File: config.mk
export PLATFORM = sky130hd
export DESIGN_NAME = sub_serial
export DESIGN_NICKNAME = d
export VERILOG_FILES = /design/src/rtl/sub_serial.sv
export SDC_FILE = /design/constraint.sdc
export NUM_CORES = 1
export LEC_CHECK = 0
export ABC_AREA = 1
export BUFFER_PORTS_ARGS = -buffer_cell sky130_fd_sc_hd__buf_2
export CAP_MARGIN = 20
export CORE_MARGIN = 2
export CORE_UTILIZATION = 36
export CTS_BUF_LIST = sky130_fd_sc_hd__clkbuf_8
export CTS_CLUSTER_DIAMETER = 100
export DETAILED_ROUTE_END_ITERATION = 8
export PLACE_DENSITY_LB_ADDON = 0.3
export SETUP_SLACK_MARGIN = 0.15
export SLEW_MARGIN = 30
export SYNTH_ARGS = -nofsm -noshare
export SYNTH_HDL_FRONTEND = slang
export SYNTH_SLANG_ARGS = --single-unit
File: constraint.sdc
create_clock -name clk -period 3.3 [get_ports clk]
set_input_delay 0.33 -clock clk [delete_from_list [all_inputs] [get_ports clk]]
set_output_delay 0.33 -clock clk [all_outputs]
set_load 0.05 [all_outputs]
File: src/rtl/sub_serial.sv
// Bit-serial unsigned subtractor, one bit per cycle, LSB first.
// Define SUB_SERIAL_OVF_EN to add the signed overflow output ovf.
module sub_serial #(
  parameter int WIDTH = 8
) (
  input  logic             clk,
  input  logic             rst,
  input  logic             start,
  input  logic [WIDTH-1:0] a,
  input  logic [WIDTH-1:0] b,
  input  logic             bin,
  output logic             busy,
  output logic             done,
  output logic [WIDTH-1:0] d,
  output logic             bout
`ifdef SUB_SERIAL_OVF_EN
  ,
  output logic             ovf
`endif
);

  localparam int CW = (WIDTH > 2) ? $clog2(WIDTH) : 1;
  localparam logic [CW-1:0] LAST = CW'(WIDTH - 1);

  typedef enum logic [1:0] {
    IDLE,
    SHIFT,
    DONE
  } state_t;

  state_t           r_state;
  state_t           w_next;
  logic [CW-1:0]    r_cnt;
  logic [WIDTH-1:0] r_a;
  logic [WIDTH-1:0] r_b;
  logic [WIDTH-2:0] r_acc;
  logic             r_br;
  logic [WIDTH-1:0] r_d;
  logic             r_bout;
  logic             w_accept;
  logic             w_last;
  logic             w_bit;
  logic             w_br_next;
  logic [WIDTH-1:0] w_shift;

  assign w_accept  = start & (r_state != SHIFT);
  assign w_last    = (r_state == SHIFT) & (r_cnt == LAST);
  assign w_bit     = r_a[0] ^ r_b[0] ^ r_br;
  assign w_br_next = (~r_a[0] & r_b[0])
                   | (~(r_a[0] ^ r_b[0]) & r_br);
  assign w_shift   = {w_bit, r_acc};

  always_ff @(posedge clk) begin
    if (rst) r_state <= IDLE;
    else     r_state <= w_next;
  end

  always_comb begin
    w_next = r_state;
    busy   = 1'b0;
    done   = 1'b0;
    unique case (r_state)
      IDLE: begin
        if (start) w_next = SHIFT;
      end
      SHIFT: begin
        busy = 1'b1;
        if (w_last) w_next = DONE;
      end
      DONE: begin
        done   = 1'b1;
        w_next = start ? SHIFT : IDLE;
      end
      default: w_next = IDLE;
    endcase
  end

  always_ff @(posedge clk) begin
    if (rst) begin
      r_cnt  <= '0;
      r_a    <= '0;
      r_b    <= '0;
      r_acc  <= '0;
      r_br   <= 1'b0;
      r_d    <= '0;
      r_bout <= 1'b0;
    end else if (w_accept) begin
      r_a   <= a;
      r_b   <= b;
      r_br  <= bin;
      r_cnt <= '0;
    end else if (r_state == SHIFT) begin
      r_a   <= r_a >> 1;
      r_b   <= r_b >> 1;
      r_br  <= w_br_next;
      r_acc <= w_shift[WIDTH-1:1];
      r_cnt <= r_cnt + CW'(1);
      if (w_last) begin
        r_d    <= w_shift;
        r_bout <= w_br_next;
      end
    end
  end

  assign d    = r_d;
  assign bout = r_bout;

`ifdef SUB_SERIAL_OVF_EN
  logic r_ovf;

  // On the last bit r_a[0]/r_b[0] hold the operand MSBs.
  always_ff @(posedge clk) begin
    if (rst) begin
      r_ovf <= 1'b0;
    end else if (!w_accept && w_last) begin
      r_ovf <= (r_a[0] != r_b[0]) & (w_bit != r_a[0]);
    end
  end

  assign ovf = r_ovf;
`endif

endmodule
==> results.sh, run 1 <==
export IMPL_grt_pass1_wl_um=5440
export IMPL_drc_errors=0
export IMPL_synth_cell_types=20
export IMPL_crit_fanout=26
export IMPL_startpoint_type="flop"
export IMPL_cts_root_buf="clkbuf_8"
export IMPL_htree_levels=2
export IMPL_io_pins=31
export IMPL_ys_seq_area_frac=0.460
export IMPL_leakage_nw=0.964
export IMPL_skew_ps=7.90
export IMPL_slew_headroom=0.399
export IMPL_clock_latency_ps=300
export IMPL_holdBufCountCts=0
export IMPL_p_per_area_nw_per_um2=524
export IMPL_min_from="rst"
export IMPL_cts_inserted_buffers=5
export IMPL_grt_util_all_layers=0.136
export IMPL_reg2reg_setup_slack_ps=1840
export IMPL_cp_required_ps=2970
export IMPL_whs_endpoint="r_a[7]"
export IMPL_rr_endpoint="r_cnt[1]"
export IMPL_core_area_um2=4380
export IMPL_drive_gt1_frac=0.194
export IMPL_synthCells=222
export IMPL_antenna_found_initial=0
export IMPL_final_util=0.434
export IMPL_arrival_ps=1630
export IMPL_ir_worst_vdd_v=0.000186
export IMPL_status="finished, final reports clean"
export IMPL_reg2reg_depth=4
export IMPL_wirelength_um=3170
export IMPL_io_buffers=30
export IMPL_hold_depth=2
export IMPL_post_cts_setup_buffer_count=0
export IMPL_first_global_vias=1256
export IMPL_initial_core_util=0.377
export IMPL_finalCriticalPeriod_ps=1960
export IMPL_clk_pin_slew_worst_paths_ps=70
export IMPL_critPathKind="reg -> out"
export IMPL_clk_path_buf_depth=2
export IMPL_areaGrowthSynthToFinish_pct=15.0
export IMPL_cts_resized=0
export IMPL_fmax_ghz=0.510
export IMPL_firstDrtPassIters=4
export IMPL_yosys_register_bits=38
export IMPL_syn_nets=245
export IMPL_fin_tns_setup_ps=0
export IMPL_cts_tree="done"
export IMPL_setup_viol=0
export IMPL_rr_startpoint="r_state[0]"
export IMPL_yosysWarnings=0
export IMPL_drt_iter0_markers=61
export IMPL_fp_dieW_um=71.8
export IMPL_ant_nets=0
export IMPL_fin_nets=270
export IMPL_cts_sinks=38
export IMPL_grt_overflow=0
export IMPL_die_area_um2=5150
export IMPL_rows=24
export IMPL_maxCapViolCount=0
export IMPL_cp_top_family="simple AND/OR/NAND/NOR gates"
export IMPL_vias=1402
export IMPL_crit_slowest_cell="nor2_4"
export IMPL_finalHoldViolCount=0
export IMPL_worst_pin_slew_ps=900
export IMPL_num_antenna_cells=0
export IMPL_hold_class="in -> reg"
export IMPL_cp_num_cells=3
export IMPL_grt_max_degree=46
export IMPL_via_per_inst=4.67
export IMPL_dieHeight_um=71.8
export IMPL_layout_worst_path_cycle_share=0.594
export IMPL_routedWlPerCell_um=10.6
export IMPL_critical_path_max_stage_delay_ps=480
export IMPL_crit_buf_inv=2
export IMPL_worstPathCellList="inv_2, nor2_4, buf_2"
export IMPL_gp_congestion=0.690
export IMPL_cp_end_kind="output port"
export IMPL_hpwl_um=2060
export IMPL_grt_setup_unrepaired="false"
export IMPL_syn_area_um2=1650
export IMPL_finalMaxSlewViolations=0
export IMPL_avgSynthCellArea_um2=7.45
[flip-flops by register name, summed over array words and instances, names as in the netlist]
name     count
bout         1
r_b          8
r_br         1
r_state      2
r_acc        7
d            8
r_a          8
r_cnt        3
[synthesized netlist by cell type]
cell / number / share of area
nor2_4: 2 / 0.014
nand2_1: 36 / 0.082
o21ai_1: 3 / 0.0091
xor2_1: 1 / 0.0053
buf_6: 2 / 0.014
fa_1: 1 / 0.012
nand3_2: 1 / 0.0061
clkbuf_1: 1 / 0.0023
nand2_4: 1 / 0.0068
buf_2: 5 / 0.015
a21oi_1: 7 / 0.021
nand3_1: 49 / 0.15
inv_1: 24 / 0.054
dfxtp_1: 38 / 0.46
buf_4: 4 / 0.018
ha_1: 2 / 0.015
inv_2: 3 / 0.0068
nor2_1: 25 / 0.057
o21ai_0: 14 / 0.042
nand2_2: 3 / 0.011
[power by group]
| group | switching, mW | internal, mW |
|---|---|---|
| clock | 0.171 | 0.225 |
| combinational | 0.0677 | 0.0374 |
| sequential | 0.0135 | 0.481 |
| total | 0.253 | 0.743 |
[cell families (layout without fill, tap and decap cells)]
logic type | count (synthesis) | count (layout) | share of synthesized area
AOI/OAI and AO/OA | 24 | 24 | 0.0726
adders and majority gates | 3 | 3 | 0.0272
xor gates and xnor gates | 1 | 1 | 0.00530
DFF | 38 | 38 | 0.460
and+or+nand+nor | 117 | 117 | 0.325
buffers and inverters | 39 | 65 | 0.110
[how the worst max path moves through the flow]
stage                    start  endpoint  slack [ps]
global route        r_state[0]      busy        1210
global placement           rst  r_cnt[2]        1600
CTS                 r_state[0]      busy        1310
finish              r_state[0]      busy        1340
floorplan           r_state[1]      done        1890
detailed placement         rst  r_cnt[2]        1590
[area by class of cell]
type,instances,area (um2)
inverters,27,101
flip-flops and latches,38,761
clock inverters,3,45.0
fillers,479,2480
clock buffers,5,68.8
multi-input cells,145,711
well taps,52,65.1
repair buffers,30,150
[cells in the final DEF, fill, tap and decap left out, drive strengths merged]
cell,synthesis,routed
bufinv,0,1
nor2,27,27
o21ai,17,17
clkinvlp,0,2
a21oi,7,7
buf,11,30
clkbuf,1,5
ha,2,2
inv,27,27
dfxtp,38,38
xor2,1,1
nand2,40,40
fa,1,1
nand3,50,50
[routing by layer]
layer,GRT usage,vias up,part of all wire
met5,0,-,0
met1,0.169,611,0.50
met2,0.213,31,0.43
met3,0.0478,7,0.055
met4,0.0629,0,0.020
li1,-,753,-
[through the flow]
step | area (um2) | total power, mW | instances | hold slack [ps] | worst slack, ps
after floorplan | 1650 | 0.591 | 222 | 399 | 1890
after global placement | 1790 | 0.611 | 292 | 455 | 1600
after detailed placement | 1790 | 0.612 | 292 | 455 | 1590
after CTS | 1900 | 1.01 | 300 | 218 | 1310
after global routing | 1900 | 1.04 | 300 | 233 | 1210
final | 1900 | 0.996 | 300 | 231 | 1340
(Power assumes the default switching activity.)
==> inputs of run 2 (changes only) <==
Clock period 3.3 ns to 1.7 ns, I/O delays scaled along.
==> run 2 against run 1 <==
Effect of this change:
- die area unchanged
- non-clock buffer count up 5
- via count rose by 2.8%
- combinational power is 110% higher
- count of clock-buffer cells in the layout grew 1
- global-route usage rose by 0.17 points
- highest routed layer unchanged
- utilization up 0.40 points
- largest cell class unchanged
- register-to-register slack got worse by 1500 ps
- sequential share of layout area fell by 0.37 points
- first-iteration DRC count fell by 21%
- cell count increased by 1.7%
- clock skew down 2.3 ps
==> results.sh, run 2 (synthesis gave the netlist of run 1 again) <==
export IMPL_status="finished, final reports clean"
export IMPL_clk_path_buf_depth=2
export IMPL_cts_root_buf="clkbuf_8"
export IMPL_io_buffers=30
export IMPL_core_area_um2=4380
export IMPL_hold_class="in -> reg"
export IMPL_crit_fanout=12
export IMPL_fin_nets=275
export IMPL_cp_required_ps=1530
export IMPL_final_util=0.438
export IMPL_via_per_inst=4.72
export IMPL_gp_congestion=0.802
export IMPL_cp_end_kind="output port"
export IMPL_clock_latency_ps=280
export IMPL_routedWlPerCell_um=10.4
export IMPL_antenna_found_initial=0
export IMPL_io_pins=31
export IMPL_grt_setup_unrepaired="false"
export IMPL_clk_pin_slew_worst_paths_ps=70
export IMPL_leakage_nw=0.991
export IMPL_wirelength_um=3170
export IMPL_grt_max_degree=46
export IMPL_mostFrequentLayoutCell="nand3_1"
export IMPL_num_antenna_cells=0
export IMPL_ir_worst_vdd_v=0.000384
export IMPL_fin_tns_setup_ps=0
export IMPL_worst_pin_slew_ps=452
export IMPL_areaGrowthSynthToFinish_pct=16.0
export IMPL_rows=24
export IMPL_initial_core_util=0.377
export IMPL_cts_sinks=38
export IMPL_post_cts_setup_buffer_count=0
export IMPL_skew_ps=5.60
export IMPL_startpoint_type="flop"
export IMPL_firstDrtPassIters=4
export IMPL_grt_util_all_layers=0.138
export IMPL_ant_nets=0
export IMPL_setup_viol=0
export IMPL_grt_pass1_wl_um=5730
export IMPL_finalCriticalPeriod_ps=1470
export IMPL_cts_inserted_buffers=5
export IMPL_report_power_total_mw=1.80
export IMPL_hpwl_um=2200
export IMPL_cts_resized=1
export IMPL_vias=1441
export IMPL_grt_overflow=0
export IMPL_arrival_ps=1300
export IMPL_holdBufCountCts=0
export IMPL_die_area_um2=5150
export IMPL_p_per_area_nw_per_um2=940
export IMPL_final_area_um2=1920
export IMPL_critPathKind="reg -> out"
export IMPL_first_global_vias=1371
export IMPL_cts_tree="done"
export IMPL_drive_gt1_frac=0.206
export IMPL_fp_dieW_um=71.8
export IMPL_drt_iter0_markers=48
export IMPL_slew_headroom=0.698
export IMPL_hold_slack_ps=98.0
export IMPL_htree_levels=2
export IMPL_finalHoldViolCount=0
export IMPL_dieHeight_um=71.8
export IMPL_layout_worst_path_cycle_share=0.863
export IMPL_dpl_cell_area_um2=1830
export IMPL_finalMaxSlewViolations=0
export IMPL_drc_errors=0
export IMPL_maxCapViolCount=0
export IMPL_final_cell_mix="nand3_1, dfxtp_1, nand2_1"
export IMPL_fmax_ghz=0.682
## run 2: cell count changes in the layout (fill, tap and decap cells not counted)
cell,change
clkinvlp_4,-2
clkbuf_8,+1
inv_1,+1
bufinv_16,-1
buf_2,-1
clkinv_2,+1
buf_4,+6
## run 2: layout make-up
cell class | count | area [um2]
multi-input combinational | 145 | 711
clock inverter | 2 | 8.76
tap | 52 | 65.1
clock buffer | 6 | 82.6
sequential | 38 | 761
timing repair buffer | 35 | 190
fill | 457 | 2460
inverter | 27 | 101
## run 2: through the flow
step / instances / setup WS (ps)
2_1_floorplan: 222 / 452
3_3_place_gp: 297 / 410
3_5_place_dp: 297 / 364
4_1_cts: 305 / 205
5_1_grt: 305 / 152
6_report: 305 / 233
## run 2: worst paths after layout
path / startpoint / end / slack (ps) / depth (start not counted)
hold reg to reg: r_b[7] / r_b[7] / 460 / 2
hold / removal: rst / r_a[7] / 100 / 2
setup / recovery: r_state[0] / busy / 230 / 3
setup reg to reg: r_state[0] / d[3] / 370 / 5
## run 2: power breakdown
| group | switching [mW] | leakage [nW] | total [mW] | internal (mW) |
|---|---|---|---|---|
| logic | 0.134 | 0.628 | 0.217 | 0.0831 |
| registers | 0.0255 | 0.310 | 0.960 | 0.934 |
| clock network | 0.305 | 0.0524 | 0.627 | 0.321 |
## run 2: layer usage
metal,share of wire,track usage
met3,0.048,0.0380
met1,0.48,0.168
met4,0.0057,0.0503
met5,0,0
met2,0.47,0.234
## run 2: critical path, stage by stage, from the launching register on
cell     delay (ps)
dfxtp_1         420
inv_2            80
nor2_4          260
buf_4           260
==> inputs of run 3 (changes only) <==
Settings changed: CORE_UTILIZATION 36 to 58.
Clock period 1.7 ns to 1.8 ns, I/O delays scaled along.
==> run 3 against run 2 <==
Effect of this change:
- die area down 36%
- power down 4.4%
- sequential power down 5.2%
- count of clock-buffer cells in the layout unchanged
- final area down 0.52%
- first-iteration DRC count up 46%
- combinational power down 3%
- critical path depth unchanged
- setup slack better by 12 ps
- global-route usage up 8.5 points
- sequential share of layout area up 0.21 points
- wire length up 2.5%
- critical path type unchanged
- largest power group unchanged
==> results.sh, run 3 (synthesis gave the netlist of run 1 again) <==
export IMPL_post_cts_setup_buffer_count=0
export IMPL_startpoint_type="flop"
export IMPL_hold_class="in -> reg"
export IMPL_initial_core_util=0.605
export IMPL_routedWlPerCell_um=11.3
export IMPL_crit_buf_inv=2
export IMPL_hpwl_um=2260
export IMPL_fin_nets=277
export IMPL_skew_ps=7.92
export IMPL_fmax_ghz=0.643
export IMPL_cts_root_buf="clkbuf_8"
export IMPL_final_util=0.698
export IMPL_finalCriticalPeriod_ps=1550
export IMPL_crit_fanout=12
export IMPL_crit_slowest_cell="dfxtp_1"
export IMPL_swShare=0.262
export IMPL_grt_overflow=0
export IMPL_core_area_um2=2730
export IMPL_io_buffers=30
export IMPL_firstDrtPassIters=5
export IMPL_dieHeight_um=57.4
export IMPL_clock_latency_ps=290
export IMPL_final_cell_mix="nand3_1, dfxtp_1, nand2_1"
export IMPL_drive_gt1_frac=0.216
export IMPL_cts_inserted_buffers=5
export IMPL_vias=1471
export IMPL_via_per_inst=5.14
export IMPL_setup_viol=0
export IMPL_rows=19
export IMPL_antenna_found_initial=0
export IMPL_grt_util_all_layers=0.223
export IMPL_p_clk_frac=0.351
export IMPL_first_global_vias=1295
export IMPL_fin_tns_setup_ps=0
export IMPL_critPathKind="reg -> out"
export IMPL_leakage_nw=0.995
export IMPL_finalMaxSlewViolations=0
export IMPL_areaGrowthSynthToFinish_pct=15.4
export IMPL_slew_headroom=0.711
export IMPL_clk_path_buf_depth=2
export IMPL_cts_resized=0
export IMPL_drc_errors=0
export IMPL_cp_required_ps=1620
export IMPL_worstPathCellList="inv_2, nor2_4, buf_2"
export IMPL_num_antenna_cells=0
export IMPL_gp_congestion=0.772
export IMPL_io_pins=31
export IMPL_critical_path_max_stage_delay_ps=410
export IMPL_worst_pin_slew_ps=433
export IMPL_cts_sinks=38
export IMPL_fp_dieW_um=57.4
export IMPL_htree_levels=2
export IMPL_die_area_um2=3290
export IMPL_cp_top_family="buffers and inverters"
export IMPL_cts_tree="done"
export IMPL_holdBufCountCts=0
export IMPL_arrival_ps=1370
export IMPL_p_seq_frac=0.528
export IMPL_ant_nets=0
export IMPL_ir_worst_vdd_v=0.000877
export IMPL_grt_max_degree=35
export IMPL_p_switching_uw=452
export IMPL_drt_iter0_markers=70
export IMPL_status="finished, final reports clean"
export IMPL_combPwrFrac=0.122
export IMPL_clk_pin_slew_worst_paths_ps=70
export IMPL_layout_worst_path_cycle_share=0.864
export IMPL_mostFrequentLayoutCell="nand3_1"
export IMPL_maxCapViolCount=0
export IMPL_finalHoldViolCount=0
export IMPL_cp_end_kind="output port"
export IMPL_wirelength_um=3250
export IMPL_p_int_mw=1.27
export IMPL_grt_setup_unrepaired="false"
export IMPL_grt_pass1_wl_um=5580
export IMPL_p_per_area_nw_per_um2=903
==> run 3: changes by cell type in the layout (fill, tap and decap cells not counted), sizes merged <==
cell | before | now
inv | 28 | 27
buf | 35 | 37
clkinvlp | 0 | 1
==> run 3: power groups by stage <==
stage | Combinational, mW | Clock (mW) | Sequential (mW)
final | 0.210 | 0.604 | 0.910
after global routing | 0.239 | 0.659 | 0.915
after CTS | 0.211 | 0.622 | 0.909
after detailed placement | 0.211 | 0 | 0.928
after global placement | 0.208 | 0 | 0.927
after floorplan | 0.163 | 0 | 0.921
==> run 3: worst paths after layout <==
kind / start / endpoint / slack [ps] / depth (start not counted)
worst max-delay path: r_state[0] / busy / 250 / 3
worst min-delay path: rst / r_state[0] / 90 / 2
worst max register to register: r_state[1] / r_b[7] / 470 / 5
worst min register to register: r_cnt[1] / r_cnt[1] / 470 / 2
==> run 3: area by class of cell <==
class	instances	area, um2
clock inverters	2	12.5
multi-input cells	145	711
fillers	241	825
inverters	27	101
well taps	31	38.8
flip-flops and latches	38	761
repair buffers	37	203
clock buffers	6	82.6
==> run 3: metrics by stage <==
step                      power (mW)  setup WS [ps]  hold slack [ps]  instance area (um2)  instances
final                           1.72            246             94.4                 1910        286
after global routing            1.81            179             87.5                 1910        286
after CTS                       1.74            240             86.8                 1910        286
after detailed placement        1.14            498              398                 1810        278
after global placement          1.13            512              396                 1810        278
after floorplan                 1.08            542              249                 1650        222
==> run 3: metal layers <==
| layer | vias up | wire [um] | global-route usage |
|---|---|---|---|
| met5 | - | 0 | 0 |
| met4 | 0 | 61 | 0.116 |
| met3 | 6 | 232 | 0.0771 |
| met2 | 46 | 1460 | 0.338 |
| met1 | 646 | 1500 | 0.281 |
| li1 | 773 | - | - |
